<file path="config.mk">
export PLATFORM = sky130hd
export DESIGN_NAME = pipeline_exec_ctrl
export DESIGN_NICKNAME = d
export VERILOG_FILES = /design/src/rtl/pipeline_exec_ctrl.sv
export SDC_FILE = /design/constraint.sdc
export NUM_CORES = 1
export LEC_CHECK = 0
export CAP_MARGIN = 15
export CORE_MARGIN = 2
export CORE_UTILIZATION = 43
export DETAILED_ROUTE_END_ITERATION = 10
export GPL_TIMING_DRIVEN = 0
export PLACE_DENSITY = 0.84
export SLEW_MARGIN = 20
export SYNTH_ARGS = -nofsm -noshare
export SYNTH_HDL_FRONTEND = slang
export SYNTH_SLANG_ARGS = --single-unit
</file>
<file path="constraint.sdc">
create_clock -name clk -period 2 [get_ports clk]
set_input_delay 0.5 -clock clk [delete_from_list [all_inputs] [get_ports clk]]
set_output_delay 0.5 -clock clk [all_outputs]
set_load 0.02 [all_outputs]
</file>
<file path="src/rtl/pipeline_exec_ctrl.sv">
// rtl/pipeline_exec_ctrl.sv - execution sequencer for the 5-stage MIPS pipeline
module pipeline_exec_ctrl #(
    parameter int DRAIN_CYCLES = 4,
    parameter int CNT_WIDTH    = 32
) (
    input  logic                 clk,
    input  logic                 reset,
    input  logic                 start_run,
    input  logic                 step_req,
    input  logic                 halt_req,
    input  logic                 halt_detected,
    input  logic                 load_use_stall,
    output logic                 pc_en,
    output logic                 if_id_en,
    output logic                 stage_en,
    output logic                 id_ex_bubble,
    output logic                 done,
    output logic [2:0]           state,
    output logic [CNT_WIDTH-1:0] cycle_count
);

    localparam int DW = (DRAIN_CYCLES > 1) ? $clog2(DRAIN_CYCLES) : 1;

    typedef enum logic [2:0] {
        S_IDLE  = 3'd0,
        S_RUN   = 3'd1,
        S_STEP  = 3'd2,
        S_DRAIN = 3'd3,
        S_DONE  = 3'd4
    } state_t;

    state_t          state_q;
    logic [DW-1:0]   drain_cnt;
    logic            step_prev;
    logic            step_edge;

    assign state     = state_q;
    assign step_edge = step_req & ~step_prev;

    // Strobes are Mealy so a stall or HALT freezes the front end in the same cycle.
    always_comb begin
        pc_en        = 1'b0;
        if_id_en     = 1'b0;
        stage_en     = 1'b0;
        id_ex_bubble = 1'b0;
        done         = 1'b0;
        case (state_q)
            S_RUN, S_STEP: begin
                if (halt_detected) begin
                    stage_en = 1'b1;
                end else if (load_use_stall) begin
                    stage_en     = 1'b1;
                    id_ex_bubble = 1'b1;
                end else begin
                    pc_en    = 1'b1;
                    if_id_en = 1'b1;
                    stage_en = 1'b1;
                end
            end
            S_DRAIN: begin
                stage_en     = 1'b1;
                id_ex_bubble = 1'b1;
            end
            S_DONE: begin
                done = 1'b1;
            end
            default: ;
        endcase
    end

    always_ff @(posedge clk) begin
        if (reset) begin
            state_q     <= S_IDLE;
            drain_cnt   <= '0;
            step_prev   <= 1'b0;
            cycle_count <= '0;
        end else begin
            step_prev <= step_req;
            if (stage_en && (cycle_count != '1)) begin
                cycle_count <= cycle_count + CNT_WIDTH'(1);
            end
            case (state_q)
                S_IDLE: begin
                    if (start_run) begin
                        state_q <= S_RUN;
                    end else if (step_edge) begin
                        state_q <= S_STEP;
                    end
                end
                S_RUN: begin
                    if (halt_detected) begin
                        state_q   <= S_DRAIN;
                        drain_cnt <= DW'(DRAIN_CYCLES - 1);
                    end else if (halt_req) begin
                        state_q <= S_IDLE;
                    end
                end
                S_STEP: begin
                    if (halt_detected) begin
                        state_q   <= S_DRAIN;
                        drain_cnt <= DW'(DRAIN_CYCLES - 1);
                    end else begin
                        state_q <= S_IDLE;
                    end
                end
                S_DRAIN: begin
                    if (drain_cnt == '0) begin
                        state_q <= S_DONE;
                    end else begin
                        drain_cnt <= drain_cnt - DW'(1);
                    end
                end
                S_DONE: ;
                default: state_q <= S_IDLE;
            endcase
        end
    end

endmodule
</file>
# --- After elaboration in Yosys (flattened, before gate mapping) ---
# Cells that the tools add are included.
word_totals:
  register_bits: 38
  inputBits: 7
  output_inout_bits: 40
  word_cells: 45
op_classes:
  addsub: 2
  n_eq_ne: 10
  muxes: 18
  bitwise_logic: 3
  reduce_logical: 8
op_table:
  columns: ["operator", "n"]
  rows:
  - ["$add 32x1->32 const B", 1]
  - ["$ne 32x32->1 const B", 1]
  - ["$mux 3", 5]
  - ["$pmux 3 s5", 1]
  - ["$mux 1", 7]
  - ["$eq 3x2->1 const B", 2]
  - ["$mux 2", 3]
  - ["$ne 3x3->1 const B", 2]
  - ["$ne 2x2->1 const B", 2]
  - ["$pmux 2 s2", 1]
  - ["$reduce_and 4->1", 1]
  - ["$eq 3x1->1 const B", 1]
  - ["$eq 3x3->1 const B", 1]
  - ["$logic_not 3->1", 1]
  - ["$reduce_and 3->1", 1]
  - ["$reduce_or 3->1", 1]
  - ["$logic_not 2->1", 1]
  - ["$ne 2x1->1 const B", 1]
  - ["$not 1->1", 2]
  - ["$pmux 1 s2", 1]
  - ["$reduce_bool 2->1", 1]
  - ["$reduce_or 2->1", 1]
  - ["$sub 2x1->2 const B", 1]
  - ["$and 1x1->1", 1]
  - ["$logic_and 1x1->1", 1]

# --- Logic depth before layout (Yosys ltp) ---
logic_depth:
  word_depth: 5
  ltp_mapped: 8
  mapped_depth_nobuf: 7

# --- Worst setup path before layout ---
# OpenSTA, ideal clock, no wires.
synth_path:
  kind: "flip-flop to flip-flop"
  start: "register state_q[1], in the netlist state[1]"
  end: "register cycle_count[26]"
  setup_ns: 0.059
  t_arrival_ns: 2.218
  required_time_ns: 1.941
  setup_slack_ns: -0.277
  stages_incl_launch_ff: 9
  path_buffers: 1
  period_less_slack_ns: 2.277
  path_cell_list: "dfxtp_1 -> clkbuf_1 -> nor2_1 -> or2_1 -> inv_1 -> nand3_1 -> or3_4 -> or4_1 -> nand2_1"
synth_between:
  elab_chain_len: 4
  word_cells_on_any_way: 6
  classes_between: "3 x eq/ne; 1 x mux; 2 x reduce/logical"
synth_lines:
  columns: ["item", "line", "source"]
  rows:
  - ["from (decl)", "32", "state_t state_q;"]
  - ["from (signal assigned)", "73", "state_q <= S_IDLE;"]
  - ["from (signal assigned)", "85", "state_q <= S_RUN;"]
  - ["from (signal assigned)", "87", "state_q <= S_STEP;"]
  - ["$eq 3x2->1 or $eq 3x1->1 (tied branches)", "47", "case (state_q)"]
  - ["$reduce_or 3->1 (no source line) *", null, null]
  - ["$mux 1 *", null, null]
  - ["net stage_en", "15", "output logic stage_en,"]
  - ["$logic_and 1x1->1 *", "79", "if (stage_en && (cycle_count != '1)) begin"]
  - ["to (signal assigned)", "80", "cycle_count <= cycle_count + CNT_WIDTH'(1);"]
  - ["to (decl)", "19", "output logic [CNT_WIDTH-1:0] cycle_count"]
# Mark *: on every way through the listed nets, which the timed path passes. The rest lies on a longest branch.
# A chain may end at the register's enable or synchronous reset.

# --- Final worst setup path ---
layout_path:
  start: "register cycle_count[6]"
  end: "register cycle_count[28]"
layout_between:
  elab_chain_len: 2
  word_cells_on_any_way: 3
  classes_between: "1 x add/sub; 1 x eq/ne; 1 x reduce/logical"
layout_lines:
  columns: ["item"]
  rows:
  - ["branches (longest 2 deep; another with $add 32x1->32)"]
# Parallel ways; which one is timed is not known.

==> flow_metrics.env <==
export IMPL_hpwlAfterDp_um=3680
export IMPL_yosysMostFrequentCell="dfxtp_1"
export IMPL_fin_nets=318
export IMPL_die_area_um2=5140
export IMPL_syn_nets=250
export IMPL_end_kind="flop"
export IMPL_root_buffer="clkbuf_8"
export IMPL_synth_seq_cells=38
export IMPL_synthTopCellsByArea="dfxtp_1 39%, a21oi_1 6.1%, nor2_1 4.2%"
export IMPL_track_usage=0.218
export IMPL_synth_area_per_cell_um2=8.18
export IMPL_path_clk_slew_ns=0.08
export IMPL_hold_viol=0
export IMPL_total_power_mw=1.68
export IMPL_maxSlewHeadroom=0.608
export IMPL_finalSetupViolCount=1
export IMPL_whs_ns=0.472
export IMPL_yosysTopAreaCell="dfxtp_1"
export IMPL_io_pins=47
export IMPL_grt_pass1_wl_um=8880
export IMPL_die_width_um=71.7
export IMPL_gp_congestion=0.828
export IMPL_async_flop_share=0
export IMPL_chipHeight_um=71.7
export IMPL_cp_required_ns=2.23
export IMPL_final_area_um2=2890
export IMPL_clockBufferDepth=2
export IMPL_final_cells=362
export IMPL_cts_buffers=5
export IMPL_synth_ff_type="dfxtp_1"
export IMPL_drt_first_iter_violations=86
export IMPL_worst_pin_slew_ns=0.589
export IMPL_hp_class="flop to flop"
export IMPL_start_kind="flop"
export IMPL_initial_utilization=0.449
export IMPL_cap_viol_max_count=0
export IMPL_worstSkewPairLatency_ns=0.30
export IMPL_period_needed_ns=2.04
export IMPL_finClkSkew_ns=0.00954
export IMPL_pre_cts_ws_ns=-0.495
export IMPL_max_vdd_ir_drop_mv=0.426
export IMPL_rsz0062_at_grt="yes"
export IMPL_port_buffers=46
export IMPL_yosysUniqueCellTypes=44
export IMPL_routed_wl_um=5590
export IMPL_fmax_mhz=491
export IMPL_report_final_slew_viol_count=0
export IMPL_yosys_area_top_type_share=0.386
export IMPL_fin_crit_sh=1.02
export IMPL_diodes=0
export IMPL_route_detailed_drc=0
export IMPL_status="finished with violations"
export IMPL_crit_fanout=3
export IMPL_p_leak_nw=1.00
export IMPL_grt_overflow_total=0
export IMPL_arrival_ns=2.26
export IMPL_fillers=355
export IMPL_criticalPathCategory="flop to flop"
export IMPL_drive_above_1_share=0.258
export IMPL_vias=2124
export IMPL_grt_pass1_vias=1982
export IMPL_num_rows=24
export IMPL_synth_edff_count=0
export IMPL_area_delta_synth_final_pct=46.9
export IMPL_place_inst=339
export IMPL_yosys_warnings=0
export IMPL_cts_tree="built"
export IMPL_htree_num_levels=2
export IMPL_synth_seq_area_share=0.386
export IMPL_syn_inst=241
export IMPL_syn_area_um2=1970
export IMPL_route_antenna_remaining_nets=0
export IMPL_place_area_um2=2530
export IMPL_powerDensity_nw_per_um2=580
export IMPL_core_um2=4380
export IMPL_antenna_found_initial=0
export IMPL_drt_first_pass_iters=4
export IMPL_violations="setup timing"
export IMPL_vias_per_cell=5.87
export IMPL_fin_ws_ns=-0.0355
export IMPL_grt_max_degree=12
export IMPL_synthTopCellsByCount="38 x dfxtp_1, 24 x a21oi_1, 22 x nor2_1"
export IMPL_cts_sinks=38
export IMPL_wl_per_cell_um=15.4
[registers in the layout (all words and copies together) (netlist names)]
register     flops
drain_cnt        2
state            3
step_prev        1
cycle_count     32
[logic make-up (layout without fill, tap and decap cells)]
group,Yosys count,count (layout),synth area share
compound gates,57,57,0.173
mux,3,3,0.0171
flops,38,38,0.386
xor+xnor,8,8,0.0356
buf+inv,19,88,0.0400
fa+ha+maj,2,2,0.0127
simple gates,114,114,0.336
[repair_timing]
action | CTS | global route
buffers inserted | 10 | 8
resized for setup | 35 | 28
setup endpoints to repair | 28 | 25
pin swaps | 11 | 15
endpoints found under the hold margin | 0 | 0
hold buffers | 0 | 0
cloned | 0 | 0
[per-layer routing]
metal / wire [um] / part of all wire / track usage
met1: 2380 / 0.43 / 0.266
met2: 2890 / 0.52 / 0.383
met3: 222 / 0.040 / 0.0450
met4: 93 / 0.017 / 0.0734
met5: 0 / 0 / 0
[final cells by class]
cell class	instances	area, um2	area share
well taps	52	65.1	0.0225
multi-input cells	184	1240	0.430
clock buffers	7	86.3	0.0298
repair buffers	64	608	0.210
clock inverters	1	5.00	0.00173
inverters	9	33.8	0.0117
flip-flops and latches	38	798	0.276
plain buffers	7	52.6	0.0182
[placed cells by master, fill, tap and decap left out, types with 3 or more instances in the layout]
cell,count
dfxtp_1,20
dfxtp_4,6
nand4_1,7
o21ai_0,11
nor3_1,3
a211oi_1,3
xnor2_1,6
a21oi_1,21
or3_1,10
clkbuf_1,5
o31ai_1,8
nand3_1,15
a21oi_2,3
and3_1,3
clkdlybuf4s50_1,39
buf_4,17
or4_4,7
nor2_1,19
dfxtp_2,12
inv_1,8
clkbuf_8,6
nand2_1,18
nor2b_1,6
or4_1,5
[per-stage QoR]
stage	util	TNS, ns
global route	0.660	-0.325
CTS	0.625	-0.0862
floorplan	-	-0.189
detailed placement	0.578	-7.94
finish	0.660	-0.0355
global placement	0.578	-7.21
[power breakdown]
group | total (mW) | internal (mW) | switching (mW) | leakage [nW]
Clock | 0.549 | 0.278 | 0.271 | 0.0482
Sequential | 0.807 | 0.775 | 0.0321 | 0.318
Combinational | 0.323 | 0.143 | 0.180 | 0.637
Total | 1.68 | 1.20 | 0.483 | 1.00
[worst max-delay path, cell delays in order (launching register included)]
cell and delay (ns):
dfxtp_4 0.37, nand4_4 0.12, or4_4 0.53, or4_4 0.51, or3_1 0.32, a21oi_1 0.12
[worst paths after layout]
kind | to | slack (ns) | from | cells past startpoint
min | drain_cnt[0]$_SDFFE_PP0P_ | 0.47 | drain_cnt[0]$_SDFFE_PP0P_ | 1
max reg2reg | cycle_count[28]$_SDFFE_PP0P_ | -0.04 | cycle_count[6]$_SDFFE_PP0P_ | 5
max | cycle_count[28]$_SDFFE_PP0P_ | -0.04 | cycle_count[6]$_SDFFE_PP0P_ | 5
min reg2reg | drain_cnt[0]$_SDFFE_PP0P_ | 0.47 | drain_cnt[0]$_SDFFE_PP0P_ | 1
No activity file was read; power rests on OpenSTA's default activity.
